`src/rtl/fp_arb_pkg.sv`:
```
// Shared types and constants for the fp_add arbiter slice.
// Latency: n/a (declarations only).
// Backpressure: n/a.
package fp_arb_pkg;

  localparam int RM_W = 3;  // rounding-mode field width seen by fp_add
  localparam int ID_W = 4;  // widest requester id (16 requesters)

  // Rounding modes, same encoding as the fp_add ROUND_* defines
  localparam logic [RM_W-1:0] ROUND_RTNE = 3'd0;
  localparam logic [RM_W-1:0] ROUND_RTZ  = 3'd1;
  localparam logic [RM_W-1:0] ROUND_RDN  = 3'd2;
  localparam logic [RM_W-1:0] ROUND_RUP  = 3'd3;
  localparam logic [RM_W-1:0] ROUND_RMM  = 3'd4;

  typedef struct packed {
    logic [31:0]     a;
    logic [31:0]     b;
    logic [RM_W-1:0] rm;
  } fp_req_t;

  typedef struct packed {
    logic [31:0]     data;
    logic [ID_W-1:0] id;
  } fp_rsp_t;

endpackage

```
`src/rtl/fp_add.sv`:
```
// Combinational IEEE-754 binary32 adder with selectable rounding mode.
// Latency: 0 cycles (pure combinational).
// Backpressure: none; ports in1/in2/round_type -> out.
module fp_add
  import fp_arb_pkg::*;
(
  input  logic [31:0]     in1,
  input  logic [31:0]     in2,
  input  logic [RM_W-1:0] round_type,
  output logic [31:0]     out
);

  logic        swap, sx, sy, eff_sub, inc, ovf_inf;
  logic        nan1, nan2, inf1, inf2;
  logic [7:0]  ex, ey, d;
  logic [22:0] fx, fy;
  logic [26:0] ax, ay0, ay, m;
  logic [27:0] sum;
  logic [9:0]  e, sh, ef;
  logic [4:0]  lz;
  logic [24:0] mr;

  always_comb begin
    // x is the operand of larger magnitude, so the aligned difference is never negative
    swap = in2[30:0] > in1[30:0];
    {sx, ex, fx} = swap ? in2 : in1;
    {sy, ey, fy} = swap ? in1 : in2;
    eff_sub = sx ^ sy;

    // 24-bit significand plus guard/round/sticky; subnormals use exponent 1 without hidden bit
    ax  = {(ex != 8'd0), fx, 3'b000};
    ay0 = {(ey != 8'd0), fy, 3'b000};
    d   = (ex == 8'd0 ? 8'd1 : ex) - (ey == 8'd0 ? 8'd1 : ey);
    if (d >= 8'd27) ay = {26'd0, |ay0};
    else            ay = (ay0 >> d) | {26'd0, |(ay0 & ((27'd1 << d) - 27'd1))};

    sum = eff_sub ? ({1'b0, ax} - {1'b0, ay}) : ({1'b0, ax} + {1'b0, ay});
    e   = {2'b00, (ex == 8'd0 ? 8'd1 : ex)};

    lz = 5'd0;
    for (int i = 0; i < 27; i++) if (sum[i]) lz = 5'(26 - i);

    sh = 10'd0;
    if (sum[27]) begin
      m = {sum[27:2], sum[1] | sum[0]};
      e = e + 10'd1;
    end else begin
      // never normalise below exponent 1: what remains is a subnormal
      sh = ({5'd0, lz} < e - 10'd1) ? {5'd0, lz} : e - 10'd1;
      m  = sum[26:0] << sh;
      e  = e - sh;
    end

    case (round_type)
      ROUND_RTZ: inc = 1'b0;
      ROUND_RDN: inc = sx & (m[2] | (|m[1:0]));
      ROUND_RUP: inc = !sx & (m[2] | (|m[1:0]));
      ROUND_RMM: inc = m[2];
      default:   inc = m[2] & ((|m[1:0]) | m[3]);
    endcase

    mr = {1'b0, m[26:3]} + {24'd0, inc};
    if (mr[24])      ef = e + 10'd1;
    else if (mr[23]) ef = e;
    else             ef = 10'd0;
    out = {sx, ef[7:0], mr[24] ? mr[23:1] : mr[22:0]};

    ovf_inf = (round_type == ROUND_RTNE) || (round_type == ROUND_RMM) ||
              ((round_type == ROUND_RUP) && !sx) || ((round_type == ROUND_RDN) && sx);
    if (ef >= 10'd255) out = ovf_inf ? {sx, 8'hFF, 23'd0} : {sx, 8'hFE, 23'h7FFFFF};

    // exact cancellation gives +0, except -0 when rounding down
    if (sum == 28'd0) out = {eff_sub ? (round_type == ROUND_RDN) : sx, 31'd0};

    nan1 = (&in1[30:23]) & (|in1[22:0]);
    nan2 = (&in2[30:23]) & (|in2[22:0]);
    inf1 = (&in1[30:23]) & ~(|in1[22:0]);
    inf2 = (&in2[30:23]) & ~(|in2[22:0]);
    if (nan1 || nan2 || (inf1 && inf2 && (in1[31] ^ in2[31]))) out = 32'h7FC00000;
    else if (inf1 || inf2) out = inf1 ? in1 : in2;
  end

endmodule

```
`src/rtl/rr_arbiter.sv`:
```
// Round-robin arbiter: one-hot grant searched upward from a rotating pointer.
// Latency: grant is combinational; pointer updates on the clock after a grant.
// Backpressure: en=0 forces gnt=0 and holds the pointer.
module rr_arbiter #(
  parameter int NREQ = 4,
  parameter int IDW  = $clog2(NREQ)
) (
  input  logic            clk,
  input  logic            rst,
  input  logic [NREQ-1:0] req,
  input  logic            en,
  output logic [NREQ-1:0] gnt,
  output logic [IDW-1:0]  gnt_id
);

  logic [IDW-1:0] ptr;
  logic [IDW:0]   cand;
  logic           found;

  always_comb begin
    found  = 1'b0;
    gnt_id = '0;
    cand   = '0;
    for (int k = 0; k < NREQ; k++) begin
      // ptr+k modulo NREQ, which need not be a power of two
      cand = {1'b0, ptr} + (IDW+1)'(k);
      if (cand >= (IDW+1)'(NREQ)) cand = cand - (IDW+1)'(NREQ);
      if (en && !found && req[cand[IDW-1:0]]) begin
        found  = 1'b1;
        gnt_id = cand[IDW-1:0];
      end
    end
    gnt = found ? (NREQ'(1) << gnt_id) : '0;
  end

  // a grant is always a handshake, since it requires req
  always_ff @(posedge clk) begin
    if (rst)        ptr <= '0;
    else if (found) ptr <= (gnt_id == IDW'(NREQ - 1)) ? '0 : gnt_id + 1'b1;
  end

endmodule

```
`src/rtl/fp_add_arbiter.sv`:
```
// Shares one fp_add among NREQ requesters: round-robin grant, operand stage S1, result stage S2.
// Latency: accept in cycle T -> rsp_valid in T+2; one result per cycle sustained.
// Backpressure: S2 holds while rsp_valid & !rsp_ready; S1 fills only if empty or moving; req_ready all 0 when full.
// Ports: req_valid/req_ready/req_a/req_b/req_rm per requester; rsp_valid/rsp_ready/rsp_data/rsp_id; inflight = v1+v2.
module fp_add_arbiter
  import fp_arb_pkg::*;
#(
  parameter int NREQ = 4,
  parameter int IDW  = $clog2(NREQ),
  parameter int RW   = RM_W
) (
  input  logic               clk,
  input  logic               rst,
  input  logic [NREQ-1:0]    req_valid,
  output logic [NREQ-1:0]    req_ready,
  input  logic [NREQ*32-1:0] req_a,
  input  logic [NREQ*32-1:0] req_b,
  input  logic [NREQ*RW-1:0] req_rm,
  output logic               rsp_valid,
  input  logic               rsp_ready,
  output logic [31:0]        rsp_data,
  output logic [IDW-1:0]     rsp_id,
  output logic [1:0]         inflight
);

  logic [NREQ-1:0] gnt;
  logic [IDW-1:0]  gnt_id;
  logic            v1, v2, s1_adv, s2_adv, v1_nxt, v2_nxt;
  fp_req_t         s1_req;
  logic [ID_W-1:0] s1_id;
  fp_rsp_t         s2;
  logic [31:0]     add_out;

  assign s2_adv = !v2 || rsp_ready;
  assign s1_adv = !v1 || s2_adv;
  assign v2_nxt = s2_adv ? v1 : v2;
  assign v1_nxt = s1_adv ? |gnt : v1;

  assign req_ready = gnt;
  assign rsp_valid = v2;
  assign rsp_data  = s2.data;
  assign rsp_id    = s2.id[IDW-1:0];

  rr_arbiter #(.NREQ(NREQ), .IDW(IDW)) u_arb (
    .clk    (clk),
    .rst    (rst),
    .req    (req_valid),
    .en     (s1_adv),
    .gnt    (gnt),
    .gnt_id (gnt_id)
  );

  fp_add u_add (
    .in1        (s1_req.a),
    .in2        (s1_req.b),
    .round_type (s1_req.rm),
    .out        (add_out)
  );

  always_ff @(posedge clk) begin
    if (rst) begin
      v1       <= 1'b0;
      v2       <= 1'b0;
      s1_req   <= '0;
      s1_id    <= '0;
      s2       <= '0;
      inflight <= 2'd0;
    end else begin
      v1       <= v1_nxt;
      v2       <= v2_nxt;
      inflight <= {1'b0, v1_nxt} + {1'b0, v2_nxt};
      // payload registers move only with real data so idle cycles leave rsp_data untouched
      if (|gnt) begin
        s1_req <= '{a: req_a[gnt_id*32 +: 32], b: req_b[gnt_id*32 +: 32], rm: req_rm[gnt_id*RW +: RW]};
        s1_id  <= ID_W'(gnt_id);
      end
      if (s2_adv && v1) s2 <= '{data: add_out, id: s1_id};
    end
  end

  // ids wider than IDW are always zero-extended requester indices
  always_comb assert ({1'b0, s2.id} < (ID_W+1)'(NREQ));

endmodule
```
`config.mk`:
```
export PLATFORM = sky130hd
export DESIGN_NAME = fp_add_arbiter
export DESIGN_NICKNAME = d
export VERILOG_FILES = /design/src/rtl/fp_arb_pkg.sv /design/src/rtl/fp_add.sv /design/src/rtl/rr_arbiter.sv /design/src/rtl/fp_add_arbiter.sv
export SDC_FILE = /design/constraint.sdc
export NUM_CORES = 1
export LEC_CHECK = 0
export CORE_MARGIN = 2
export CORE_UTILIZATION = 50
export DETAILED_ROUTE_END_ITERATION = 8
export HOLD_SLACK_MARGIN = 0.06
export PLACE_DENSITY = 0.77
export SYNTH_ARGS = -nofsm -noshare
export SYNTH_HDL_FRONTEND = slang
export SYNTH_SLANG_ARGS = --single-unit
```
`constraint.sdc`:
```
create_clock -name clk -period 28.9 [get_ports clk]
set_input_delay 5.78 -clock clk [delete_from_list [all_inputs] [get_ports clk]]
set_output_delay 5.78 -clock clk [all_outputs]
set_load 0.02 [all_outputs]
```
# Word-level counts from Yosys, hierarchy flattened
# Cells that the tools add are included.
word_totals:
  ff_bits: 109
  out_inout_bits: 41
op_classes:
  n_addsub: 18
  multipliers: 1
  order_cmp: 12
  eq_ne: 5
  shift: 7
  muxes: 71
  n_bitwise: 16
  reduce_logical: 40
ops:
  columns: ["op", "count"]
  rows:
  - ["$shiftx A128 B8 Y32", 2]
  - ["$mux W32", 6]
  - ["$mux W5", 27]
  - ["$mux W27", 2]
  - ["$reduce_or A23 Y1", 2]
  - ["$mux W10", 4]
  - ["$gt A31 B31 Y1", 1]
  - ["$mux W31", 1]
  - ["$add A27 B27 Y28", 1]
  - ["$logic_not A28 Y1", 1]
  - ["$mux W28", 1]
  - ["$sub A27 B27 Y28", 1]
  - ["$and A27 B27 Y27", 1]
  - ["$or A27 B1 Y27", 1]
  - ["$reduce_or A27 Y1", 1]
  - ["$shl A1 B8 Y27 const A", 1]
  - ["$shl A27 B10 Y27", 1]
  - ["$shr A27 B8 Y27", 1]
  - ["$sub A27 B1 Y27 const B", 1]
  - ["$add A24 B1 Y25", 1]
  - ["$mux W24", 1]
  - ["$reduce_or A24 Y1", 1]
  - ["$mux W23", 1]
  - ["$mux W2", 9]
  - ["41 further kinds", 101]

# Logic depth before layout (Yosys ltp)
# Gate-level depths: netlist of run 1.
logic_depth:
  ltp_word: 56
  ltp_mapped: 86
  mapped_depth_nobuf: 77

# By module
# A second synthesis of run 1 with hierarchy kept.
hier_totals:
  cells_unflattened: 2363
  area_unflattened_um2: 18138.6
by_module_without_submodules:
  columns: ["module", "n_inst", "cells_each", "area_each_um2", "seq_area_each_um2"]
  rows:
  - ["fp_add", 1, 1899, 12554.5, 0.0]
  - ["fp_add_arbiter", 1, 410, 5129.9, 2142.1]
  - ["rr_arbiter", 1, 54, 454.2, 40.0]

# Worst setup path before layout of run 1
# Ideal clock, no wire load.
synth_path:
  path_type: "register to register"
  from: "reg s1_req[65] (netlist name)"
  to: "reg s2, in the netlist rsp_data[13]"
  t_arrival_ns: 16.274
  required_ns: 28.778
  path_slack_ns: 12.504
  stages_incl_launch_ff: 78
  n_path_buf: 7
  path_cell_list: "dfxtp_1 buf_4 inv_1 ha_1 nand4_2 or4_4 and4_4 a211oi_2 buf_4 buf_2 mux2i_1 nand2_1 nor2_1 nand2_1 and2_1 clkbuf_1 ha_1 fa_1 [42 not listed] mux2i_1 mux2_2 a21oi_1 a21oi_1 or3b_2 a21oi_1 a21oi_1 ha_1 ha_1 nor3b_1 o2111a_1 a31o_2 o221ai_2 o211a_1 a31o_2 nor3_2 buf_6 a221o_1"
synth_via:
  elab_chain_len: 56
  elab_cells_between_ends: 92
  classes_between: "9 x add/sub; 4 x order compare; 3 x shift; 46 x mux; 11 x bitwise; 19 x reduce/logical"
synth_rtl:
  columns: ["element", "line_no", "text"]
  rows:
  - ["start, declared", "fp_add_arbiter.sv:29", "fp_req_t s1_req;"]
  - ["start signal, assigned", "fp_add_arbiter.sv:74", "s1_req <= '{a: req_a[gnt_id*32 +: 32], b: req_b[gnt_id*32 +: 32], rm: req_rm[gnt_id*RW +: RW]};"]
  - ["$gt A31 B31 Y1", "fp_add.sv:25", "swap = in2[30:0] > in1[30:0];"]
  - ["$mux W32 (on tied branches)", "fp_add.sv:26, fp_add.sv:27", null]
  - ["$logic_not A8 Y1 (on tied branches)", "fp_add.sv:33, fp_add.sv:38", null]
  - ["$mux W8 (on tied branches)", "fp_add.sv:33, fp_add.sv:38", null]
  - ["$sub A8 B8 Y8", "fp_add.sv:33", "d = (ex == 8'd0 ? 8'd1 : ex) - (ey == 8'd0 ? 8'd1 : ey);"]
  - ["$shl A1 B8 Y27", "fp_add.sv:35", "else ay = (ay0 >> d) | {26'd0, |(ay0 & ((27'd1 << d) - 27'd1))};"]
  - ["$sub A27 B1 Y27", "fp_add.sv:35", null]
  - ["$and A27 B27 Y27", "fp_add.sv:35", null]
  - ["[40 not listed]", null, null]
  - ["$add A24 B1 Y25", "fp_add.sv:62", "mr = {1'b0, m[26:3]} + {24'd0, inc};"]
  - ["$mux W10", "fp_add.sv:64", "else if (mr[23]) ef = e;"]
  - ["$mux W10", "fp_add.sv:63", "if (mr[24]) ef = e + 10'd1;"]
  - ["$ge A10 B8 Y1", "fp_add.sv:70", "if (ef >= 10'd255) out = ovf_inf ? {sx, 8'hFF, 23'd0} : {sx, 8'hFE, 23'h7FFFFF};"]
  - ["$mux W31", "fp_add.sv:70", null]
  - ["$mux W32", "fp_add.sv:73", "if (sum == 28'd0) out = {eff_sub ? (round_type == ROUND_RDN) : sx, 31'd0};"]
  - ["$mux W32", "fp_add.sv:80", "else if (inf1 || inf2) out = inf1 ? in1 : in2;"]
  - ["$mux W32 *", "fp_add.sv:79", "if (nan1 || nan2 || (inf1 && inf2 && (in1[31] ^ in2[31]))) out = 32'h7FC00000;"]
  - ["end signal, assigned", "fp_add_arbiter.sv:77", "if (s2_adv && v1) s2 <= '{data: add_out, id: s1_id};"]
  - ["end, declared", "fp_add_arbiter.sv:31", "fp_rsp_t s2;"]
# Mark *: on every way between the ends. The rest lies on a longest branch, timed or not.
# A chain may end at the register's enable or synchronous reset.

# Worst setup path after layout of run 1
layout_path:
  from: "reg s1_req[65] (netlist name)"
  to: "reg s2, in the netlist rsp_data[21]"
# The elaborated chain is that of the path after synthesis.

==> results by group, run 1 <==
Logic synthesis
  – Mapped Area: 0.0180 sq mm
  – Synth unique cells: 118
  – Synthesized flop and latch total: 109
  – Fraction of registers with async set or reset after synthesis: 0
  – Post-Synthesis Cells: 2715
  – Post-synth EDFFs: 0
  – Register area share after synthesis: 0.121
  – Prevailing post-synth register cell: dfxtp_1
  – Total number of yosys warnings: 0
  – Synth top area share: 0.121
  – Mean Syn Cell Area: 6.62 sq um
  – Top post-synthesis cells by area: dfxtp_1 12%, nand2_1 11%, ha_1 7.7%, nor2_1 6.2%, a21oi_1 5.8%
  – Biggest area consumer among synthesized cells: dfxtp_1

Timing
  – Tightest Pin Transition: 1.22 ns
  – Fin crit period: 20.31 ns
  – Final Hold Viols: 0
  – Final period util: 0.703
  – RSZ-0062 raised after global routing: no
  – Fmax: 49.2 MHz
  – Aggregate negative setup slack: 0 ns
  – Max_slew headroom: 0.176
  – Fin. max-slew vios: 0
  – Setup violators final: 0
  – Skew final: 0.0106 ns

Routing
  – DR iter-0 viols: 2635
  – Antenna Violating Nets Remaining: 0
  – Routed len/inst: 23.4 microns
  – DRT Pass-1 Iters: 9
  – Vias per Instance: 6.75
  – Final wirelength: 79000 microns
  – Post-route DRC: 0
  – Via count: 22700

Hold path
  – Number of cells on the worst hold path: 2
  – Worst Hold Class: reg2reg

Die
  – Initial core utilization: 0.506
  – Die Y: 194 microns
  – Row count: 69
  – Ports: 316
  – Die area: 0.0375 sq mm
  – Die width: 194 microns
  – Core Region: 0.0355 sq mm

Clock network
  – Max clock buf depth: 2
  – H-tree depth: 3
  – CTS sink cnt: 109
  – Post-cts resize count: 0
  – Hold Buf Count CTS: 0
  – Root Driver: clkbuf_16
  – Postcts setup bufs: 0
  – Skew-Pair Late Insertion Delay: 0.37 ns
  – Clock buffer count from CTS: 9
  – Worst-path clk slew: 0.08 ns
  – CTS tree: done

Placement
  – # port buffers: 315
  – Routability Congestion: 1.07
  – Hpwl dp: 63300 microns

GRT
  – Global Route Usage Sum: 0.401
  – Antenna violations before repair: 5
  – First-pass GRT wire length: 120000 microns
  – Largest net degree at the start of global routing: 94
  – Overflow after GRT: 0
  – Vias in the first global route: 21400

Worst setup path
  – Setup CP Type: reg2reg
  – Critical path data arrival time: 20.56 ns
  – CP peak stage delay: 0.90 ns
  – Reg2reg path depth: 71
  – CP Max Fanout: 71
  – Req. time, crit path: 29.16 ns
  – Worst path slowest cell: a211oi_1
  – Critical Path Sink Type: flip-flop
  – CP most frequent cell: a21oi_1
  – CP Launch Type: flip-flop

Layout
  – # fillers: 3277
  – Layout Nets: 3288
  – Area Overhead vs Synth: 20.0%
  – Layout cells sized above 1: 0.0575

Run status
  – Outcome: complete, no violations

Job
  – Max-cap violation count: 0
stage by stage:
stage               setup slack [ns]  utilization  cell area [sq um]  hold slack [ns]  instances
floorplan                      12.50            -              18000            0.432       2716
global placement                9.82        0.599              21300            0.440       3350
detailed placement              9.22        0.599              21300            0.454       3350
CTS                             9.16        0.607              21500            0.469       3366
global route                    7.13        0.607              21600            0.492       3370
finish                          8.59        0.607              21600            0.468       3371
critical path: cells and delay by family (launching register included):
family	cells	cell delay [ns]
buffers and inverters	5	0.92
AO/OA/AOI/OAI	33	9.15
flip-flops	1	0.47
adder cells (fa/ha/maj)	8	2.13
AND/OR/NAND/NOR	21	6.06
multiplexers	4	1.39
layer usage:
layer	vias up	wire length (microns)	track usage
met3	347	7440	0.0746
met5	-	11	0
li1	10300	-	-
met2	1411	36700	0.673
met1	10700	29600	0.474
met4	2	5240	0.248
synth_stat cells, drive strengths merged (39+ instances only):
library cell	instances
and3	55
inv	104
mux2i	93
ha	110
xnor2	40
a21oi	212
clkbuf	129
a211oi	47
nor2	299
o21ai	134
nand2	514
a311oi	39
nand3	56
buf	41
dfxtp	109
nor3	88
a221oi	42
layout make-up:
class / count / area, sq um / area share
Antenna cell: 5 / 12.5 / 0.000580
Clock buffer: 11 / 233 / 0.0108
Clock inverter: 5 / 58.8 / 0.00273
Inverter: 106 / 405 / 0.0188
Multi-Input combinational cell: 2331 / 14700 / 0.683
Sequential cell: 109 / 2180 / 0.101
Tap cell: 461 / 577 / 0.0268
Timing Repair Buffer: 343 / 3360 / 0.156
placed cells by master (no fill, tap or decap), types with 33 or more instances in the layout:
master,n
a221oi_1,37
nand2b_1,33
clkdlybuf4s50_1,314
o21ai_0,121
a211oi_1,42
dfxtp_1,109
and3_1,55
a311oi_1,36
and2_1,34
nand2_1,514
nor3_1,84
nand3_1,56
mux2i_1,88
a21oi_1,210
inv_1,100
ha_1,110
xnor2_1,39
nor2_1,297
sequential cells by signal (all words and copies together), names as in the netlist:
signal / count
inflight: 2
s1_req: 67
rsp_data: 32
v1: 1
rsp_id: 2
s1_id: 2
u_arb.ptr: 2
rsp_valid: 1
logic make-up (layout without fill, tap and decap cells):
group                      after synthesis  after routing  share of synthesized area
and+or+nand+nor                       1223           1223                      0.311
AOI/OAI and AO/OA                      804            804                      0.318
buffers and inverters                  276            465                     0.0617
muxes                                  125            125                     0.0761
adders and majority gates              113            113                     0.0799
DFF                                    109            109                      0.121
xor gates and xnor gates                64             64                     0.0312
other                                    1              7                   0.000209
final timing paths:
kind,to,from,slack (ns)
max,rsp_data[21],s1_req[65],8.59
min,rsp_id[1],s1_id[1],0.47
max reg2reg,rsp_data[21],s1_req[65],8.59
min reg2reg,rsp_id[1],s1_id[1],0.47
Power of run 1 is not shown: default switching activity piles up to over one toggle a cycle in this logic, so the estimate is an artifact.
==> run 2: changes to the inputs <==
--- a/config.mk
+++ b/config.mk
@@ -9,7 +9,7 @@
 export CORE_UTILIZATION = 50
 export DETAILED_ROUTE_END_ITERATION = 8
 export HOLD_SLACK_MARGIN = 0.06
-export PLACE_DENSITY = 0.77
+export PLACE_DENSITY = 0.8
 export SYNTH_ARGS = -nofsm -noshare
 export SYNTH_HDL_FRONTEND = slang
 export SYNTH_SLANG_ARGS = --single-unit
==> constraint.sdc (replaced) <==
create_clock -name clk -period 18.5 [get_ports clk]
set_input_delay 3.7 -clock clk [delete_from_list [all_inputs] [get_ports clk]]
set_output_delay 3.7 -clock clk [all_outputs]
set_load 0.02 [all_outputs]
==> run 2 against run 1 <==
Effect of this change: hold slack got worse by 0.014 ns; critical path depth rose by 2; setup slack worse by 7.4 ns; highest routed layer is now met4; via count decreased by 0.25%; largest cell class unchanged; flip-flop and latch count did not move; critical endpoint is now rsp_data[16].
==> results by group, run 2 (synthesis gave the netlist of run 1 again) <==
Timing
  – Fmax: 57.7 MHz (was 49.2 MHz)
  – Final Hold Viols: 0 (unchanged)
  – Max_slew headroom: 0.220 (was 0.176)
  – Fin crit period: 17.33 ns (was 20.31 ns)
  – Setup violators final: 0 (unchanged)
  – Skew final: 0.0121 ns (was 0.0106 ns)
  – Tightest Pin Transition: 1.17 ns (was 1.22 ns)
  – Fin. max-slew vios: 0 (unchanged)
  – Aggregate negative setup slack: 0 ns (unchanged)
  – RSZ-0062 raised after global routing: no (unchanged)
  – Final period util: 0.937 (was 0.703)

GRT
  – Overflow after GRT: 0 (unchanged)
  – Vias in the first global route: 21100 (was 21400)
  – Largest net degree at the start of global routing: 96 (was 94)
  – Global Route Usage Sum: 0.401 (about the same)
  – First-pass GRT wire length: 120000 microns (about the same)
  – Antenna violations before repair: 1 (was 5)

Die
  – Die width: 194 microns (unchanged)
  – Die Y: 194 microns (unchanged)
  – Die area: 0.0375 sq mm (unchanged)
  – Row count: 69 (unchanged)
  – Core Region: 0.0355 sq mm (unchanged)
  – Initial core utilization: 0.506 (unchanged)
  – Ports: 316 (unchanged)

Layout
  – Most frequent cells in the layout: 514 x nand2_1, 314 x clkdlybuf4s50_1, 295 x nor2_1 (was 514 x nand2_1, 314 x clkdlybuf4s50_1, 297 x nor2_1)
  – Post-Layout Cell Count: 3414 (was 3371)
  – Largest Register: s1_req (unchanged)
  – Commonest non-fill, non-tap cell in the layout: nand2_1 (unchanged)
  – Area Overhead vs Synth: 23.0% (was 20.0%)
  – Max FFs per register: 67 (unchanged)
  – Layout Nets: 3336 (was 3288)
  – Layout cells sized above 1: 0.0799 (was 0.0575)

Placement
  – # port buffers: 315 (unchanged)
  – Routability Congestion: 1.09 (was 1.07)
  – Dpl cells: 3387 (was 3350)
  – Hpwl dp: 63100 microns (was 63300 microns)

Worst setup path
  – CP most frequent cell: a21oi_1 (unchanged)
  – Critical Path Sink Type: flip-flop (unchanged)
  – Req. time, crit path: 18.76 ns (was 29.16 ns)
  – CP Max Fanout: 17 (was 71)
  – CP Launch Type: flip-flop (unchanged)
  – Origin of the worst setup path: s1_req[64] (was s1_req[65])
  – Worst path slowest cell: or4_1 (was a211oi_1)
  – Critical path data arrival time: 17.59 ns (was 20.56 ns)
  – CP peak stage delay: 0.63 ns (was 0.90 ns)
  – R2r startpoint: s1_req[64] (was s1_req[65])
  – Setup CP Type: reg2reg (unchanged)

Hold path
  – Hold_sp: rsp_data[8] (was s1_id[1])
  – Worst Hold Class: reg2reg (unchanged)

Routing
  – DRT Pass-1 Iters: 7 (was 9)
  – Vias per Instance: 6.65 (was 6.75)
  – Antenna Violating Nets Remaining: 0 (unchanged)
  – Via count: 22700 (about the same)
  – Routed len/inst: 23.2 microns (was 23.4 microns)
  – Post-route DRC: 0 (unchanged)
  – Final wirelength: 79300 microns (was 79000 microns)
  – DR iter-0 viols: 2770 (was 2635)

Clock network
  – Hold Buf Count CTS: 0 (unchanged)
  – Skew-Pair Late Insertion Delay: 0.37 ns (about the same)
  – Max clock buf depth: 2 (unchanged)
  – Worst-path clk slew: 0.08 ns (about the same)
  – Clock buffer count from CTS: 9 (unchanged)
  – CTS sink cnt: 109 (unchanged)
  – Root Driver: clkbuf_16 (unchanged)
  – CTS tree: done (unchanged)
  – H-tree depth: 3 (unchanged)

Run status
  – Outcome: complete, no violations (unchanged)

Job
  – Max-cap violation count: 0 (unchanged)
==> run 2: cell count changes in the layout (fill, tap and decap cells not counted), moves of 4 or more <==
cell and change:
mux2i_4 +4, a21oi_1 -4, mux2i_1 -6, a21oi_2 +4, buf_4 +44, diode_2 -4
==> run 2: critical path: cells and delay by family (launching register included) <==
family	cells	cell delay, ns
and+or+nand+nor	17	4.60
muxes	4	1.47
buffers and inverters	7	0.91
AOI/OAI and AO/OA	37	7.42
adders and majority gates	8	2.30
DFF	1	0.48
==> run 2: cell type report <==
type                       count  area (sq um)
antenna                        1          2.50
clock buffer                  10           229
clock inverter                 5          61.3
fill                        3325         13400
inverter                     106           407
multi-input combinational   2333         14900
sequential                   109          2180
tap                          461           577
timing repair buffer         389          3730
==> run 2: what timing repair did <==
action,CTS,global route
gates resized for setup,0,33
buffers inserted,0,9
setup endpoints to repair,0,31
==> run 2: metal layers <==
metal,GRT usage,part of all wire,vias up
met5,0,0,-
met4,0.235,0.070,0
met3,0.0755,0.089,319
met2,0.668,0.46,1317
met1,0.480,0.39,10700
li1,-,-,10400
==> run 2: final timing paths <==
check	endpoint	slack, ns	depth (start not counted)
setup / recovery	rsp_data[16]	1.17	73
setup reg to reg	rsp_data[16]	1.17	73
hold / removal	rsp_data[8]	0.45	2
hold reg to reg	rsp_data[8]	0.45	2
==> run 2: metrics by stage <==
step                      worst slack (ns)  utilization  cell area (sq um)  hold WS (ns)
final                                 1.17        0.623              22100         0.454
after global routing                0.0343        0.623              22100         0.478
after global placement                1.22        0.607              21500         0.441
after floorplan                       2.10            -              18000         0.432
after CTS                            0.212        0.615              21800         0.457
after detailed placement             0.307        0.607              21500         0.447
Power of run 2 is left out for the same reason.
